==> src/rtl/eim_frame_timing_gen_if.sv <==
// AXI-Stream beat bus with raster position sideband.
// Carries beats from the frame timing generator to the read data mux / AXIS packer.
interface eim_frame_timing_gen_if #(
  parameter int CNT_W = 16
);
  logic             axis_tvalid;
  logic             axis_tready;
  logic             axis_tuser;
  logic             axis_tlast;
  logic [CNT_W-1:0] h_count;
  logic [CNT_W-1:0] v_count;

  modport master (
    output axis_tvalid, axis_tuser, axis_tlast, h_count, v_count,
    input  axis_tready
  );

  modport slave (
    input  axis_tvalid, axis_tuser, axis_tlast, h_count, v_count,
    output axis_tready
  );
endinterface

==> src/rtl/eim_frame_timing_gen.sv <==
// Raster timing generator for the EIM readout path: VSYNC/HSYNC framing, h/v counters and
// AXI-Stream sideband with full tready backpressure, single-shot or continuous frames.
module eim_frame_timing_gen #(
  parameter int CNT_W      = 16,
  parameter int HSYNC_W    = 6,
  parameter int VSYNC_W    = 16,
  parameter int FSTART_DLY = 12
) (
  input  logic                   eim_clk,
  input  logic                   eim_rst,
  input  logic                   soft_rst_n,
  input  logic [CNT_W-1:0]       cfg_h_active,
  input  logic [CNT_W-1:0]       cfg_v_active,
  input  logic [CNT_W-1:0]       cfg_h_blank,
  input  logic [CNT_W-1:0]       cfg_v_blank,
  input  logic                   cfg_continuous,
  input  logic                   start,
  eim_frame_timing_gen_if.master axis,
  output logic                   hsync,
  output logic                   vsync,
  output logic                   frame_start,
  output logic                   frame_done,
  output logic                   busy,
  output logic                   cfg_err
);

  typedef enum logic [2:0] {S_IDLE, S_VS, S_ACT, S_HBLK, S_FEND} state_t;

  localparam logic [CNT_W-1:0] VS_LAST = CNT_W'(VSYNC_W - 1);
  localparam logic [CNT_W-1:0] HS_LAST = CNT_W'(HSYNC_W - 1);

  state_t                state;
  logic [CNT_W-1:0]      h_cnt;
  logic [CNT_W-1:0]      v_cnt;
  logic [CNT_W-1:0]      tmr;
  logic                  tvalid;
  logic [CNT_W-1:0]      h_last;
  logic [CNT_W-1:0]      v_last;
  logic [CNT_W-1:0]      hb_last;
  logic [CNT_W-1:0]      vb_last;
  logic [FSTART_DLY-1:0] sof_dly;

  logic cfg_ok;
  logic accept;
  logic eol;
  logic sof;

  assign cfg_ok = (cfg_h_active >= CNT_W'(2)) && (cfg_v_active != '0);
  assign accept = (state == S_IDLE) && start && cfg_ok;
  assign eol    = (h_cnt == h_last);
  assign sof    = tvalid && (h_cnt == '0) && (v_cnt == '0);

  assign axis.axis_tvalid = tvalid;
  assign axis.axis_tuser  = sof;
  assign axis.axis_tlast  = tvalid && eol;
  assign axis.h_count     = h_cnt;
  assign axis.v_count     = v_cnt;
  assign frame_start      = sof_dly[FSTART_DLY-1];

  // NOTE: shadow geometry is only read after a start has loaded it, so it needs no reset.
  // Last-index values are precomputed here so the frame loop compares without subtracting.
  always_ff @(posedge eim_clk) begin
    if (accept) begin
      h_last  <= cfg_h_active - 1'b1;
      v_last  <= cfg_v_active - 1'b1;
      hb_last <= (cfg_h_blank == '0) ? '0 : cfg_h_blank - 1'b1;
      vb_last <= (cfg_v_blank == '0) ? '0 : cfg_v_blank - 1'b1;
    end
  end

  always_ff @(posedge eim_clk or posedge eim_rst) begin
    if (eim_rst) begin
      state      <= S_IDLE;
      h_cnt      <= '0;
      v_cnt      <= '0;
      tmr        <= '0;
      tvalid     <= 1'b0;
      hsync      <= 1'b0;
      vsync      <= 1'b0;
      frame_done <= 1'b0;
      busy       <= 1'b0;
      cfg_err    <= 1'b0;
    end else if (!soft_rst_n) begin
      state      <= S_IDLE;
      h_cnt      <= '0;
      v_cnt      <= '0;
      tmr        <= '0;
      tvalid     <= 1'b0;
      hsync      <= 1'b0;
      vsync      <= 1'b0;
      frame_done <= 1'b0;
      busy       <= 1'b0;
      cfg_err    <= 1'b0;
    end else begin
      // NOTE: non-blocking throughout, so every branch below reads the pre-edge values.
      frame_done <= 1'b0;
      cfg_err    <= 1'b0;
      case (state)
        S_IDLE: begin
          if (start) begin
            if (cfg_ok) begin
              state <= S_VS;
              vsync <= 1'b1;
              busy  <= 1'b1;
              tmr   <= '0;
            end else begin
              cfg_err <= 1'b1;
            end
          end
        end
        S_VS: begin
          if (tmr == VS_LAST) begin
            state  <= S_ACT;
            vsync  <= 1'b0;
            tvalid <= 1'b1;
            h_cnt  <= '0;
            v_cnt  <= '0;
          end else begin
            tmr <= tmr + 1'b1;
          end
        end
        S_ACT: begin
          // tvalid stays high until the beat is taken; stalls freeze h/v.
          if (axis.axis_tready) begin
            if (!eol) begin
              h_cnt <= h_cnt + 1'b1;
            end else begin
              h_cnt  <= '0;
              tvalid <= 1'b0;
              tmr    <= '0;
              if (v_cnt == v_last) begin
                state      <= S_FEND;
                frame_done <= 1'b1;
                v_cnt      <= '0;
              end else begin
                state <= S_HBLK;
                hsync <= 1'b1;
                v_cnt <= v_cnt + 1'b1;
              end
            end
          end
        end
        S_HBLK: begin
          if (tmr == hb_last) begin
            state  <= S_ACT;
            hsync  <= 1'b0;
            tvalid <= 1'b1;
          end else begin
            tmr   <= tmr + 1'b1;
            hsync <= (tmr < HS_LAST);
          end
        end
        S_FEND: begin
          // cfg_continuous is sampled live so clearing it ends the run after this frame.
          if (tmr == vb_last) begin
            tmr <= '0;
            if (cfg_continuous) begin
              state <= S_VS;
              vsync <= 1'b1;
            end else begin
              state <= S_IDLE;
              busy  <= 1'b0;
            end
          end else begin
            tmr <= tmr + 1'b1;
          end
        end
        default: begin
          state <= S_IDLE;
          busy  <= 1'b0;
        end
      endcase
    end
  end

  // Pipelined SOF handshake; a pulse in flight survives the start of the next frame.
  always_ff @(posedge eim_clk or posedge eim_rst) begin
    if (eim_rst) begin
      sof_dly <= '0;
    end else if (!soft_rst_n) begin
      sof_dly <= '0;
    end else begin
      sof_dly <= FSTART_DLY'({sof_dly, sof && axis.axis_tready});
    end
  end

endmodule

==> src/flat_wrapper.sv <==
// flat-port wrapper written by rule: the top's interface ports become plain ports
module eim_frame_timing_gen_flat 
#(
  parameter int CNT_W      = 16,
  parameter int HSYNC_W    = 6,
  parameter int VSYNC_W    = 16,
  parameter int FSTART_DLY = 12
)
  (eim_clk, eim_rst, soft_rst_n, cfg_h_active, cfg_v_active, cfg_h_blank, cfg_v_blank, cfg_continuous, start, hsync, vsync, frame_start, frame_done, busy, cfg_err, axis_axis_tvalid, axis_axis_tuser, axis_axis_tlast, axis_h_count, axis_v_count, axis_axis_tready);
  eim_frame_timing_gen_if #(.CNT_W(CNT_W)) axis_i ();
  input  logic eim_clk;
  input  logic eim_rst;
  input  logic soft_rst_n;
  input  logic [CNT_W-1:0] cfg_h_active;
  input  logic [CNT_W-1:0] cfg_v_active;
  input  logic [CNT_W-1:0] cfg_h_blank;
  input  logic [CNT_W-1:0] cfg_v_blank;
  input  logic cfg_continuous;
  input  logic start;
  output logic hsync;
  output logic vsync;
  output logic frame_start;
  output logic frame_done;
  output logic busy;
  output logic cfg_err;
  output wire logic [$bits(axis_i.axis_tvalid)-1:0] axis_axis_tvalid;
  output wire logic [$bits(axis_i.axis_tuser)-1:0] axis_axis_tuser;
  output wire logic [$bits(axis_i.axis_tlast)-1:0] axis_axis_tlast;
  output wire logic [$bits(axis_i.h_count)-1:0] axis_h_count;
  output wire logic [$bits(axis_i.v_count)-1:0] axis_v_count;
  input wire logic [$bits(axis_i.axis_tready)-1:0] axis_axis_tready;
  assign axis_axis_tvalid = axis_i.axis_tvalid;
  assign axis_axis_tuser = axis_i.axis_tuser;
  assign axis_axis_tlast = axis_i.axis_tlast;
  assign axis_h_count = axis_i.h_count;
  assign axis_v_count = axis_i.v_count;
  assign axis_i.axis_tready = axis_axis_tready;
  eim_frame_timing_gen #(.CNT_W(CNT_W), .HSYNC_W(HSYNC_W), .VSYNC_W(VSYNC_W), .FSTART_DLY(FSTART_DLY)) u_core (.eim_clk(eim_clk), .eim_rst(eim_rst), .soft_rst_n(soft_rst_n), .cfg_h_active(cfg_h_active), .cfg_v_active(cfg_v_active), .cfg_h_blank(cfg_h_blank), .cfg_v_blank(cfg_v_blank), .cfg_continuous(cfg_continuous), .start(start), .axis(axis_i), .hsync(hsync), .vsync(vsync), .frame_start(frame_start), .frame_done(frame_done), .busy(busy), .cfg_err(cfg_err));
endmodule
==> config.mk <==
export PLATFORM = sky130hd
export DESIGN_NAME = eim_frame_timing_gen_flat
export DESIGN_NICKNAME = d
export VERILOG_FILES = /design/src/rtl/eim_frame_timing_gen_if.sv /design/src/rtl/eim_frame_timing_gen.sv /design/src/flat_wrapper.sv
export SDC_FILE = /design/constraint.sdc
export NUM_CORES = 1
export LEC_CHECK = 0
export ABC_CLOCK_PERIOD_IN_PS = 3400
export BUFFER_PORTS_ARGS = -buffer_cell sky130_fd_sc_hd__buf_2
export CORE_MARGIN = 2
export CORE_UTILIZATION = 58
export CTS_CLUSTER_DIAMETER = 80
export DETAILED_ROUTE_END_ITERATION = 10
export PLACE_DENSITY = 0.87
export REMOVE_ABC_BUFFERS = 1
export SYNTH_ARGS = -nofsm -noshare
export SYNTH_HDL_FRONTEND = slang
export SYNTH_SLANG_ARGS = --single-unit
==> constraint.sdc <==
create_clock -name eim_clk -period 3.4 [get_ports eim_clk]
set_clock_uncertainty 0.15 [all_clocks]
set_input_delay 0.17 -clock eim_clk [delete_from_list [all_inputs] [get_ports eim_clk]]
set_output_delay 0.17 -clock eim_clk [all_outputs]
set_load 0.03 [all_outputs]
* Yosys cells after proc, flatten, opt, wreduce, memory -nomap -nowiden *
Index checks and enable logic that the tools add are counted.
W data, S select, Z words.

storage, ports and cells
  word-level logic and storage cells = 136
  bits of input ports = 70
  flip-flop bits (word level) = 133

operators by class
  reductions and logical operators = 22
  order comparisons = 2
  equality and inequality tests = 27
  add/sub/neg operators = 7
  muxes and demuxes = 63

operators with widths
  kind                     number
  $mux W16                 16
  $pmux W16 S5             1
  $eq A16 B16 Y1           4
  $logic_not A16 Y1        4
  $pmux W16 S2             2
  $sub A16 B1 Y16 const B  4
  $add A16 B1 Y16 const B  3
  $mux W1                  29
  $mux W3                  9
  $ne A3 B3 Y1 const B     7
  $eq A16 B4 Y1 const B    1
  $ge A16 B2 Y1 const B    1
  $lt A16 B3 Y1 const B    1
  $reduce_bool A16 Y1      1
  $ne A3 B2 Y1 const B     5
  $pmux W3 S5              1
  $reduce_and A7 Y1        2
  $mux W12                 1
  $reduce_and A5 Y1        2
  $pmux W1 S3              3
  $ne A4 B1 Y1 const B     2
  $reduce_and A4 Y1        2
  $logic_and A1 B1 Y1      7
  $eq A3 B2 Y1 const B     2
  10 further kinds         11

* Longest topological paths before layout *
  depth in word-level cells = 6
  mapped depth = 9
  gate-level depth less buffers = 8

* Worst setup path before layout *
Ideal clock, no wire load.

  kind = input to register
  start point = input port cfg_v_active[0]
  end point = register u_core.h_last[0], enable pin
  stages on the path = 6
  data required time = 2.820 ns
  arrival time = 2.503 ns
  setup time = 0.430 ns
  path slack = 0.317 ns
  cell sequence = inv_1 -> ha_1 -> nor3b_1 -> and4b_1 -> a21oi_1 -> and4b_1

on the way
  longest elaborated chain between the ends = 3

RTL lines
  item                  line                        text
  start, declared       flat_wrapper.sv:15          input logic [CNT_W-1:0] cfg_v_active;
  $reduce_bool A16 Y1   eim_frame_timing_gen.sv:48  assign cfg_ok = (cfg_h_active >= CNT_W'(2)) && (cfg_v_active != '0);
  $logic_and A1 B1 Y1   eim_frame_timing_gen.sv:48
  $logic_and A1 B1 Y1   eim_frame_timing_gen.sv:49  assign accept = (state == S_IDLE) && start && cfg_ok;
  via u_core.accept     eim_frame_timing_gen.sv:44  logic accept;
  end signal, assigned  eim_frame_timing_gen.sv:64  h_last <= cfg_h_active - 1'b1;
  end, declared         eim_frame_timing_gen.sv:37  logic [CNT_W-1:0] h_last;

The timed path passes the listed nets, and every way through them passes these cells.
A chain may end at the register's enable or synchronous reset.

* Worst setup path in the final report *
  start point = input port cfg_v_active[6]
  end point = register u_core.v_last[15] (data pin)

on the way
  longest elaborated chain between the ends = 1

RTL lines
  item                  line                        text
  $sub A16 B1 Y16       eim_frame_timing_gen.sv:65  v_last <= cfg_v_active - 1'b1;
  end signal, assigned  eim_frame_timing_gen.sv:65
  end, declared         eim_frame_timing_gen.sv:38  logic [CNT_W-1:0] v_last;

No other way between the ends.

==> out/results.txt <==
endpoint kind of the worst setup timing path - register
final number of setup-violating endpoints - 0
Tot Pwr - 0.005009 W
clock slew seen by the registers of the worst setup and hold paths - 60 ps
Worst Max-Slew Pin Slew - 806.5 ps
GRT Total Usage - 29.85%
CTS Buffer Depth - 2
Die Span Y - 118.6 microns
initial core utilization - 59.90%
kind of critical path - input pin to register
gp weighted congestion - 0.9155
synthesized flop and latch total - 133
number of DRC violations after detailed routing - 0
DR pass1 iterations - 6
count of instances resized after the clock tree is built - 0
fraction of synthesis flops using an asynchronous set or reset pin - 51.88%
fraction of layout cells with a size suffix above 1 - 17.94%
number of nets still failing antenna checks after routing - 0
dpl hpwl - 12610 microns
power density of the placed cells - 526.3 mW/mm^2
area of the mapped netlist - 0.007621 sq mm
count of max-cap constraint violations - 0
signal arrival time at the worst endpoint - 3170 ps
status - complete, no violations
vias after detailed routing - 6829
number of buffers added on ports - 110
largest net degree at the start of global routing - 65
insertion delay to the later sink of the worst-skew pair - 430 ps
post-synthesis sequential area ratio - 47.87%
minimum period implied by the final worst setup slack - 3138 ps
root buffer cell - sky130_fd_sc_hd__clkbuf_16
Slew Limit Headroom - 46.23%
Setup Buffers After CTS - 0
Req. time, crit path - 3430 ps
number of cells produced by synthesis - 766
wire length of the first global-routing pass - 33200 microns
Final period util - 92.29%
number of sinks on the clock net - 133
detailed-route wire length - 20480 microns
fin util - 74.81%
Primary FF master, synth - sky130_fd_sc_hd__dfrtp_1
relative area change from synthesis to final layout - 24.89%
Detailed Route Iter0 Violations - 725
RSZ-0062 raised after global routing - false
mean instance size in the synthesized netlist - 9.949 sq um
I/O pin count - 111
maximum fanout encountered on the critical timing path - 5
hold buffers post-CTS - 61
Overflow after GRT - 0
CTS tree - yes
final count of pins violating max slew - 0
average wire per cell in the routed design - 18.38 microns
CTS H-Tree Depth - 4
Pleak - 4.021 nW
Max Clk Rate - 0.3187 GHz
Hold Vio Cnt, Final - 0
drt via density - 6.130
vias in the first global route - 6876
Net count, final - 1011
Worst IR Drop VDD - 350.7 uV
Antenna Cells - 0
die width - 118.6 microns
post-route setup TNS - 0 ps
synth warn - 0
number of standard-cell rows in the floorplan - 41
EDFF count, synth - 64
count of different cell masters after synthesis - 58
type of the most critical hold path - input pin to register
area of the core - 0.01272 sq mm
number of antenna violations at the first check in global routing - 0
Total Die Area - 0.01407 sq mm
startpoint kind of the worst setup timing path - input pin
TritonCTS Buffers - 17
sequential cells by signal (all words and copies together) (netlist names):
register,flops
u_core.vsync,1
u_core.sof_dly,12
u_core.axis.axis_tvalid,1
u_core.busy,1
u_core.hsync,1
u_core.frame_done,1
u_core.cfg_err,1
u_core.v_last,16
u_core.vb_last,16
u_core.tmr,16
u_core.hb_last,16
u_core.h_last,16
u_core.axis.v_count,16
u_core.state,3
u_core.axis.h_count,16
per-stage QoR:
stage	instance area [sq um]	cells	hold WS, ps	worst slack (ps)
finish	9518	1114	10.93	262.3
floorplan	7462	730	140.0	317.5
detailed placement	8303	1021	28.77	422.5
global placement	8303	1021	24.24	526.5
CTS	9518	1114	1.255	386.2
global route	9518	1114	10.66	58.07
synthesized netlist by cell type (all sizes together), types with 2 or more instances:
| library cell | instances | area, sq um |
|---|---|---|
| nor2 | 72 | 270.3 |
| dfrtp | 69 | 1727 |
| edfxtp | 64 | 1922 |
| xor2 | 64 | 560.5 |
| nand2 | 62 | 232.7 |
| xnor2 | 56 | 490.5 |
| o21ai | 41 | 209.0 |
| nor3 | 32 | 165.2 |
| nand3 | 28 | 140.1 |
| clkbuf | 27 | 101.4 |
| nor4 | 27 | 175.2 |
| inv | 26 | 97.59 |
| nand4 | 22 | 137.6 |
| and2 | 17 | 106.4 |
| a22o | 14 | 122.6 |
| or4 | 13 | 97.59 |
| ha | 12 | 150.1 |
| nand2b | 12 | 75.07 |
| a21oi | 9 | 45.04 |
| buf | 9 | 57.55 |
| o41ai | 9 | 78.83 |
| o31ai | 8 | 60.06 |
| or2 | 8 | 50.05 |
| and3 | 7 | 43.79 |
| or3 | 6 | 37.54 |
| nor2b | 5 | 31.28 |
| and4 | 4 | 35.03 |
| nor3b | 4 | 30.03 |
| a21boi | 3 | 22.52 |
| o211ai | 3 | 22.52 |
| a211o | 2 | 17.52 |
| a21o | 2 | 15.01 |
| a221oi | 2 | 23.77 |
| and4b | 2 | 20.02 |
| mux2i | 2 | 20.02 |
| nand4b | 2 | 17.52 |
| o21a | 2 | 15.01 |
| o21bai | 2 | 15.01 |
| o2bb2ai | 2 | 17.52 |
| o31a | 2 | 17.52 |
report_power, final:
part	internal [W]	switching [W]	total [W]
sequential	0.00196	0.000172	0.00213
combinational	0.000392	0.000657	0.00105
clock	0.00113	0.000707	0.00183
kinds of logic (layout without fill, tap and decap cells):
group	after synthesis	after routing	share of synthesized area (%)
and+or+nand+nor	327	327	22.56
xor gates and xnor gates	120	120	13.79
buffers and inverters	62	238	3.366
AOI/OAI and AO/OA	109	109	10.03
adders and majority gates	12	12	1.970
muxes	3	3	0.4104
DFF	133	133	47.87
worst max-delay path: stages:
cell and delay, ps:
sky130_fd_sc_hd__dlygate4sd3_1 540, sky130_fd_sc_hd__buf_2 150, sky130_fd_sc_hd__or4_1 590, sky130_fd_sc_hd__or3_1 400, sky130_fd_sc_hd__nor3_1 350, sky130_fd_sc_hd__nor3b_1 280
sky130_fd_sc_hd__xor2_1 100, sky130_fd_sc_hd__dlygate4sd3_1 570
cells in the final DEF, fill, tap and decap left out, types with 9 or more instances in the layout:
master                            n
sky130_fd_sc_hd__a21oi_1          9
sky130_fd_sc_hd__and2_1          17
sky130_fd_sc_hd__nand3_1         28
sky130_fd_sc_hd__dfrtp_1         69
sky130_fd_sc_hd__nand4_1         22
sky130_fd_sc_hd__xnor2_1         56
sky130_fd_sc_hd__buf_4            9
sky130_fd_sc_hd__xor2_1          64
sky130_fd_sc_hd__nor2_1          72
sky130_fd_sc_hd__nor4_1          25
sky130_fd_sc_hd__o41ai_1          9
sky130_fd_sc_hd__inv_1           25
sky130_fd_sc_hd__edfxtp_1        64
sky130_fd_sc_hd__ha_1            12
sky130_fd_sc_hd__a22o_1          14
sky130_fd_sc_hd__dlygate4sd3_1   61
sky130_fd_sc_hd__buf_2          110
sky130_fd_sc_hd__nor3_1          31
sky130_fd_sc_hd__nand2b_1        12
sky130_fd_sc_hd__or4_1           13
sky130_fd_sc_hd__o21ai_0         40
sky130_fd_sc_hd__nand2_1         62
sky130_fd_sc_hd__clkbuf_16       21
path summary, 6_finish.rpt:
| kind | from | end | slack (ps) | cells past startpoint |
|---|---|---|---|---|
| max | cfg_v_active[6] | u_core.v_last[15]$_DFFE_PP_ | 260 | 8 |
| min | cfg_h_blank[15] | u_core.hb_last[15]$_SDFFCE_PN0P_ | 10 | 3 |
| max reg2reg | u_core.tmr[12]$_DFFE_PP0P_ | u_core.axis.v_count[12]$_DFFE_PP0P_ | 360 | 6 |
| min reg2reg | u_core.sof_dly[8]$_DFF_PP0_ | u_core.sof_dly[9]$_DFF_PP0_ | 310 | 1 |
| max in group asynchronous | eim_rst | u_core.axis.v_count[12]$_DFFE_PP0P_ | 2210 | 4 |
| min in group asynchronous | eim_rst | u_core.sof_dly[4]$_DFF_PP0_ | 110 | 3 |
layout make-up:
class,count,area [sq um]
tap,172,215.2
inverter,26,97.59
fill,842,3204
multi-input combinational,571,3724
clock inverter,9,61.31
sequential,133,3649
timing repair buffer,180,1229
clock buffer,23,543.0
metal layers:
metal  GRT usage, %  vias to the layer above  part of all wire, %
met2          50.93                      361                   51
met3          5.792                       84                  6.9
met1          34.93                     3305                   37
met4          17.41                        0                  4.3
met5              0                        -                    0
li1               -                     3079                    -
Power figures use the tool's default switching activity.
